[src/rtl/keypad_pkg.sv]
// rtl/keypad_pkg.sv - shared types, key map and defaults for the keypad scanner
package keypad_pkg;

  typedef enum logic [1:0] {
    SCAN     = 2'd0,
    DEBOUNCE = 2'd1,
    HELD     = 2'd2,
    RELEASE  = 2'd3
  } state_t;

  localparam int SCAN_DIV_DEF        = 24000;
  localparam int DEBOUNCE_CYCLES_DEF = 480000;

  // KEYMAP[row][col]
  localparam logic [3:0] KEYMAP [4][4] = '{
    '{4'h1, 4'h2, 4'h3, 4'hA},
    '{4'h4, 4'h5, 4'h6, 4'hB},
    '{4'h7, 4'h8, 4'h9, 4'hC},
    '{4'hE, 4'h0, 4'hF, 4'hD}
  };

  function automatic logic [1:0] first_low(input logic [3:0] i_rows);
    logic [1:0] w_idx;
    w_idx = 2'd0;
    for (int k = 3; k >= 0; k--) begin
      if (!i_rows[k]) w_idx = 2'(k);
    end
    return w_idx;
  endfunction

endpackage

[src/rtl/keypad_scanner_sync_2ff.sv]
// rtl/keypad_scanner_sync_2ff.sv - two-flop synchronizer, resets to all ones
module sync_2ff #(
  parameter int WIDTH = 4
) (
  input  logic             i_clk,
  input  logic             i_reset,
  input  logic [WIDTH-1:0] i_d,
  output logic [WIDTH-1:0] o_q
);

  logic [WIDTH-1:0] r_meta;
  logic [WIDTH-1:0] r_sync;

  always_ff @(posedge i_clk) begin
    if (!i_reset) begin
      r_meta <= '1;
      r_sync <= '1;
    end else begin
      r_meta <= i_d;
      r_sync <= r_meta;
    end
  end

  assign o_q = r_sync;

endmodule

[src/rtl/keypad_scanner.sv]
// rtl/keypad_scanner.sv - 4x4 matrix keypad scanner with debounce and two-digit history
module keypad_scanner
  import keypad_pkg::*;
#(
  parameter int SCAN_DIV        = SCAN_DIV_DEF,
  parameter int DEBOUNCE_CYCLES = DEBOUNCE_CYCLES_DEF
) (
  input  logic       clk,
  input  logic       reset,
  input  logic [3:0] rows,
  output logic [3:0] cols,
  output logic       key_valid,
  output logic [3:0] key_code,
  output logic       key_held,
  output logic [3:0] digit_new,
  output logic [3:0] digit_old
);

  localparam int SW = $clog2(SCAN_DIV);
  localparam int DW = $clog2(DEBOUNCE_CYCLES);
  localparam logic [SW-1:0] SCAN_LAST = SW'(SCAN_DIV - 1);
  localparam logic [DW-1:0] DEB_LAST  = DW'(DEBOUNCE_CYCLES - 1);

  state_t        r_state, w_state_n;
  logic [1:0]    r_col, w_col_n;
  logic [1:0]    r_row, w_row_n;
  logic [SW-1:0] r_scan_cnt, w_scan_cnt_n;
  logic [DW-1:0] r_deb_cnt, w_deb_cnt_n;
  logic          r_key_valid, w_key_valid_n;
  logic [3:0]    r_key_code, w_key_code_n;
  logic [3:0]    r_digit_new, w_digit_new_n;
  logic [3:0]    r_digit_old, w_digit_old_n;
  logic [3:0]    w_rs;
  logic          w_row_hi;

  sync_2ff #(.WIDTH(4)) u_row_sync (
    .i_clk   (clk),
    .i_reset (reset),
    .i_d     (rows),
    .o_q     (w_rs)
  );

  assign w_row_hi = w_rs[r_row];

  always_ff @(posedge clk) begin
    if (!reset) begin
      r_state     <= SCAN;
      r_col       <= 2'd0;
      r_row       <= 2'd0;
      r_scan_cnt  <= '0;
      r_deb_cnt   <= '0;
      r_key_valid <= 1'b0;
      r_key_code  <= 4'h0;
      r_digit_new <= 4'h0;
      r_digit_old <= 4'h0;
    end else begin
      r_state     <= w_state_n;
      r_col       <= w_col_n;
      r_row       <= w_row_n;
      r_scan_cnt  <= w_scan_cnt_n;
      r_deb_cnt   <= w_deb_cnt_n;
      r_key_valid <= w_key_valid_n;
      r_key_code  <= w_key_code_n;
      r_digit_new <= w_digit_new_n;
      r_digit_old <= w_digit_old_n;
    end
  end

  always_comb begin
    w_state_n     = r_state;
    w_col_n       = r_col;
    w_row_n       = r_row;
    w_scan_cnt_n  = r_scan_cnt;
    w_deb_cnt_n   = r_deb_cnt;
    w_key_valid_n = 1'b0;
    w_key_code_n  = r_key_code;
    w_digit_new_n = r_digit_new;
    w_digit_old_n = r_digit_old;
    case (r_state)
      SCAN: begin
        // rows are only trusted on the last dwell cycle, after the column has settled
        if (r_scan_cnt == SCAN_LAST) begin
          w_scan_cnt_n = '0;
          if (!(&w_rs)) begin
            w_row_n     = first_low(w_rs);
            w_deb_cnt_n = '0;
            w_state_n   = DEBOUNCE;
          end else begin
            w_col_n = r_col + 2'd1;
          end
        end else begin
          w_scan_cnt_n = r_scan_cnt + SW'(1);
        end
      end
      DEBOUNCE: begin
        if (w_row_hi) begin
          w_state_n    = SCAN;
          w_col_n      = r_col + 2'd1;
          w_scan_cnt_n = '0;
        end else if (r_deb_cnt == DEB_LAST) begin
          w_state_n     = HELD;
          w_key_valid_n = 1'b1;
          w_key_code_n  = KEYMAP[r_row][r_col];
          w_digit_new_n = KEYMAP[r_row][r_col];
          w_digit_old_n = r_digit_new;
        end else begin
          w_deb_cnt_n = r_deb_cnt + DW'(1);
        end
      end
      HELD: begin
        if (w_row_hi) begin
          w_deb_cnt_n = '0;
          w_state_n   = RELEASE;
        end
      end
      RELEASE: begin
        if (!w_row_hi) begin
          w_state_n = HELD;
        end else if (r_deb_cnt == DEB_LAST) begin
          w_state_n    = SCAN;
          w_col_n      = r_col + 2'd1;
          w_scan_cnt_n = '0;
        end else begin
          w_deb_cnt_n = r_deb_cnt + DW'(1);
        end
      end
      default: w_state_n = SCAN;
    endcase
  end

  assign cols      = ~(4'b0001 << r_col);
  assign key_valid = r_key_valid;
  assign key_code  = r_key_code;
  assign key_held  = (r_state == HELD) || (r_state == RELEASE);
  assign digit_new = r_digit_new;
  assign digit_old = r_digit_old;

endmodule

[config.mk]
export PLATFORM = sky130hd
export DESIGN_NAME = keypad_scanner
export DESIGN_NICKNAME = d
export VERILOG_FILES = /design/src/rtl/keypad_pkg.sv /design/src/rtl/keypad_scanner_sync_2ff.sv /design/src/rtl/keypad_scanner.sv
export SDC_FILE = /design/constraint.sdc
export NUM_CORES = 1
export LEC_CHECK = 0
export ABC_AREA = 1
export CAP_MARGIN = 20
export CELL_PAD_IN_SITES_DETAIL_PLACEMENT = 0
export CELL_PAD_IN_SITES_GLOBAL_PLACEMENT = 1
export CORE_MARGIN = 8
export CORE_UTILIZATION = 40
export DETAILED_ROUTE_END_ITERATION = 12
export HOLD_SLACK_MARGIN = 0.08
export PLACE_DENSITY_LB_ADDON = 0.1
export SLEW_MARGIN = 20
export SYNTH_ARGS = -nofsm -noshare
export SYNTH_HDL_FRONTEND = slang
export SYNTH_SLANG_ARGS = --single-unit
[constraint.sdc]
create_clock -name clk -period 3.7 [get_ports clk]
set_input_delay 0.37 -clock clk [delete_from_list [all_inputs] [get_ports clk]]
set_output_delay 0.37 -clock clk [all_outputs]
set_load 0.02 [all_outputs]
Word-level counts from Yosys, hierarchy flattened

Cells that the tools add are included.

Add/subtract/negate cells: 3
Order comparisons: 3
Eq/ne operators: 15
Shift operators: 1
Multiplexer cells: 39
Bitwise logic cells: 7
Reductions and logical operators: 11

Operators by type and width:

| cell                                                            | count |
|---|---|
| 19-bit two-way mux                                              | 6 |
| 19-bit one-hot mux with 4 select lines                          | 1 |
| 15-bit two-way mux                                              | 4 |
| 15-bit one-hot mux with 3 select lines                          | 1 |
| 16-bit binary-select mux with 2-bit select                      | 1 |
| 16-bit two-way mux                                              | 2 |
| 2-bit two-way mux                                               | 16 |
| 19-bit by 1-bit adder with 19-bit output, second input constant | 1 |
| 19-bit == test, second input constant                           | 1 |
| 2-bit != test, second input constant                            | 8 |
| 15-bit by 1-bit adder with 15-bit output, second input constant | 1 |
| 15-bit == test, second input constant                           | 1 |
| 5-bit AND reduction                                             | 2 |
| 4-bit binary-select mux with 2-bit select                       | 1 |
| 4-bit two-way mux                                               | 2 |
| 2-bit one-hot mux with 4 select lines                           | 1 |
| 4-bit AND reduction                                             | 2 |
| 3-bit >= comparator, second input constant                      | 2 |
| 3-bit != test, second input constant                            | 2 |
| 2-bit inverter with 3-bit output                                | 2 |
| 2-bit one-hot mux with 3 select lines                           | 1 |
| 3-bit AND reduction                                             | 2 |
| 6-bit AND reduction                                             | 1 |
| 2-bit == test, second input constant                            | 2 |
| other kinds (12)                                                | 16 |

Bits in registers: 57
Bits of input ports: 6
Output and inout bits: 18
Logic and storage cells: 89

Logic depth before layout (Yosys ltp)

Depth in word-level cells: 7
Depth in mapped cells: 14
Mapped depth without buffers: 13

By module

From an unflattened synthesis, not the netlist that was laid out.

Cell total of the unflattened synthesis: 545
Area total of the unflattened synthesis: 3,554.7 um^2

By module, submodules not included:

| module         | instances | cells each | area each (um^2) | seq. area each (um^2) |
|---|---|---|---|---|
| keypad_scanner | 1         | 520        | 3,329.4          | 980.9 |
| sync_2ff       | 1         | 25         | 225.2            | 160.2 |

Worst setup path before layout

OpenSTA, ideal clock, no wires.

Path kind: register to register
Start point: register r_deb_cnt[0]
End point: register r_digit_new[1] (netlist: digit_new[1])
Setup time: 113 ps
Arrival: 1,649 ps
Data required time: 3,587 ps
Slack: 1,938 ps
Cell stages (with the launch flop): 11
Buffers on the path: 1
Period minus slack after synthesis: 1,762 ps
Cells stage by stage: dfxtp_1 -> ha_1 -> inv_2 -> nor2_4 -> nand2_4 -> clkinv_4 -> nand4_4 -> or2_1 -> buf_6 -> o21ai_2 -> nor2_1

Word-level cells in the longest chain between the ends: 2

Ends and longest elaborated chain:

| element                       | line                  | text |
|---|---|---|
| start: declaration            | keypad_scanner.sv:28  | `logic [DW-1:0] r_deb_cnt, w_deb_cnt_n;` |
| start signal: assignment      | keypad_scanner.sv:61  | `r_deb_cnt <= w_deb_cnt_n;` |
| 19-bit == test                | keypad_scanner.sv:100 | `end else if (r_deb_cnt == DEB_LAST) begin` |
| 3-bit AND reduction (no line) | --                    |  |
| end signal: assignment        | keypad_scanner.sv:64  | `r_digit_new <= w_digit_new_n;` |
| end: declaration              | keypad_scanner.sv:31  | `logic [3:0] r_digit_new, w_digit_new_n;` |

Every way passes these cells.
A chain may end at the register's enable or synchronous reset.

Worst setup path in the final report

Start point: register r_deb_cnt[0]
End point: register r_digit_new[2] (netlist: digit_new[2])

Same word-level chain as after synthesis.

==> summary.txt <==
Worst setup path
  – CP max FO: 11
  – Worst Setup SP: r_deb_cnt[0]
  – R2R cell count: 9
  – CP max stage cell: nor2_1
  – Crit path launch type: flip-flop
  – Critical path endpoint: digit_new[2]
  – Reg-to-reg endpoint: digit_new[2]
  – Critical path cell sequence: ha_1 -> inv_2 -> nor2_4 -> nand2_4 -> clkinv_4 -> nand3_4 -> nor2_1 -> o21ai_0 -> a31oi_1
  – Worst EP required: 3.96 ns
  – Critical path class: flip-flop to flip-flop
  – Reg2reg start: r_deb_cnt[0]
  – CP Capture Type: flip-flop
  – Reg2reg setup slack: 1.48 ns
  – Critical path depth in cells: 9
  – Delay of the slowest cell on the worst path: 0.53 ns
  – Buffer and inverter count on the worst path: 2
  – Critical path arrival: 2.48 ns
  – CP top delay family: simple AND/OR/NAND/NOR gates

Min path
  – Hold Path Depth: 1
  – Hold crit path type: flip-flop to flip-flop

Route
  – Via Count: 3384
  – DRC viols: 0
  – DRT Wirelength: 9.09 mm
  – Vias per cell: 4.95
  – Initial DRC Count: 207
  – Drt pass-1 iters: 4
  – Remaining antenna violation count: 0
  – Wire per inst: 13.3 um

Clock tree
  – TritonCTS buffer count: 9
  – Clock latency on the worst-skew pair: 0.33 ns
  – CTS resizes: 0
  – Root Buffer: clkbuf_8
  – H-tree depth: 3
  – Post-CTS Setup Bufs: 0
  – Cts hold-fix bufs: 0
  – Buffer depth of the longest clock path: 2
  – Sink Count: 57
  – Clock Pin Slew Worst Setup and Hold Paths: 0.08 ns
  – TritonCTS clock tree: yes

Timing
  – Final setup fails: 0
  – Rel. slew slack: 0.509
  – Final TNS setup: 0 ns
  – Slew @ Worst Pin: 0.735 ns
  – Fin crit period: 2.22 ns
  – Final Max Tran Viols: 0
  – Period utilization: 0.599
  – Clk_skew: 0.0113 ns
  – F_max: 451 MHz
  – Final Hold Vio Count: 0
  – RSZ-0062 raised after global routing: no

Synth
  – Post-synth ARST share: 0
  – Post-Syn Area per Cell: 6.38 um^2
  – Syn. warnings: 0
  – Ranking of synthesized cells by area: dfxtp_1 32%, nand2_1 16%, nor2_1 11%, nand3_1 7.0%, a21oi_1 5.2%
  – Post-synth net total: 569
  – Post-synth EDFFs: 0
  – Mapped Area: 0.00355 mm^2
  – Top cell type's share of synthesized area: 0.321
  – Post-synth top flop: dfxtp_1
  – FF+latch count, synth: 57
  – Cells after synthesis: 557
  – Netlist cell types: 40
  – Count leader, synth: nand2_1
  – Area leader, netlist: dfxtp_1
  – Sequential area share after synthesis: 0.321
  – Synth top cells by count: 151 x nand2_1, 101 x nor2_1, 57 x dfxtp_1

Global route
  – Largest net degree at the start of global routing: 42
  – Overflow after GRT: 0
  – First-pass GRT wire length: 15.6 mm
  – Initial antenna violation count: 0
  – Global Route Usage Sum: 0.160
  – Vias in the first global route: 3164

Finish
  – # fillers: 941
  – Layout Utilization: 0.463
  – Fin cells: 683
  – Fin nets: 582
  – Area grow syn2layout: 13.1%
  – Antenna diode count: 0
  – Share of cells above drive strength 1: 0.0939
  – Fin area: 0.00402 mm^2

Power
  – Peak supply drop: 0.163 mV
  – PwrDens: 333 mW/mm^2
  – Total power: 0.00134 W
  – Leak: 1.46 nW

Floorplanning
  – Row Count: 34
  – Area of the core: 0.00868 mm^2
  – Initial Util: 0.410
  – Die Wd: 110 um
  – Ports: 24
  – Die Area: 0.0122 mm^2
  – Die height: 110 um

Place
  – Dpl cells: 667
  – Placed wire-length estimate: 6.46 mm
  – Placed cell areas: 0.00379 mm^2
  – Port bufs: 23
  – RD Place Congestion: 0.823

Job
  – # Max-Cap Violations: 0

Outcome
  – Status: complete, no violations
==> stage by stage <==
stage | worst slack [ns] | hold WS [ns]
global route | 1.20 | 0.426
floorplan | 1.94 | 0.393
detailed placement | 1.49 | 0.402
finish | 1.48 | 0.410
global placement | 1.48 | 0.393
CTS | 1.45 | 0.414
==> final cells by class <==
type | instances | area [um^2] | area share
multi-input cells | 431 | 2090 | 0.520
clock inverters | 6 | 90.1 | 0.0224
clock buffers | 10 | 138 | 0.0342
repair buffers | 25 | 245 | 0.0610
inverters | 46 | 180 | 0.0448
well taps | 108 | 135 | 0.0336
flip-flops and latches | 57 | 1140 | 0.284
==> metal layers <==
layer,part of all wire,wire [um],vias to the layer above,track usage
met5,0,0,-,0
met4,0.0034,31,0,0.0400
met3,0.031,283,2,0.0378
met2,0.48,4340,45,0.267
met1,0.49,4430,1530,0.204
li1,-,-,1807,-
==> placed cells by master (no fill, tap or decap), drive strengths merged, types with 4 or more instances in the layout <==
master and n:
nand3 53, ha 6, or2 10, nor3 4
o21bai 6, inv 46, nand4 14, clkbuf 10
a21oi 40, nor2 104, nand2 162, dfxtp 57
clkdlybuf4s50 23, o21ai 21
==> cell families (layout without fill, tap and decap cells) <==
family                   Yosys count  in the layout  share of synthesized area
AO/OA/AOI/OAI                     71             71                      0.114
flip-flops                        57             57                      0.321
XOR/XNOR                           4              4                    0.00986
buffers and inverters             69             87                     0.0912
adder cells (fa/ha/maj)            6              6                     0.0211
AND/OR/NAND/NOR                  350            350                      0.442
==> worst register-to-register path: cells and delay by family, from the launching register on <==
| family | cells | cell delay (ns) |
|---|---|---|
| fa+ha+maj | 1 | 0.32 |
| buf+inv | 2 | 0.15 |
| compound gates | 2 | 0.34 |
| flops | 1 | 0.45 |
| simple gates | 4 | 0.88 |
==> worst min-delay path by stage <==
| stage | start | end |
|---|---|---|
| 2_1_floorplan | u_row_sync.r_meta[0] | u_row_sync.o_q[0] |
| 3_3_place_gp | u_row_sync.r_meta[3] | u_row_sync.o_q[3] |
| 3_5_place_dp | u_row_sync.r_meta[2] | u_row_sync.o_q[2] |
| 4_1_cts | u_row_sync.r_meta[2] | u_row_sync.o_q[2] |
| 5_1_grt | u_row_sync.r_meta[2] | u_row_sync.o_q[2] |
| 6_report | u_row_sync.r_meta[2] | u_row_sync.o_q[2] |
==> sequential cells by signal, indices dropped and copies added (netlist names), named ones only <==
register	count
r_deb_cnt	19
r_state	1
r_col	2
u_row_sync.r_meta	4
r_row	2
u_row_sync.o_q	4
digit_old	4
r_scan_cnt	15
key_valid	1
digit_new	4
==> where the power goes <==
group	leakage (nW)	total (W)	internal (W)	switching, W
clock	0.113	0.000674	0.000400	0.000274
combinational	0.881	0.0000374	0.0000160	0.0000214
sequential	0.462	0.000625	0.000620	0.00000511
No activity file was read; power rests on OpenSTA's default activity.
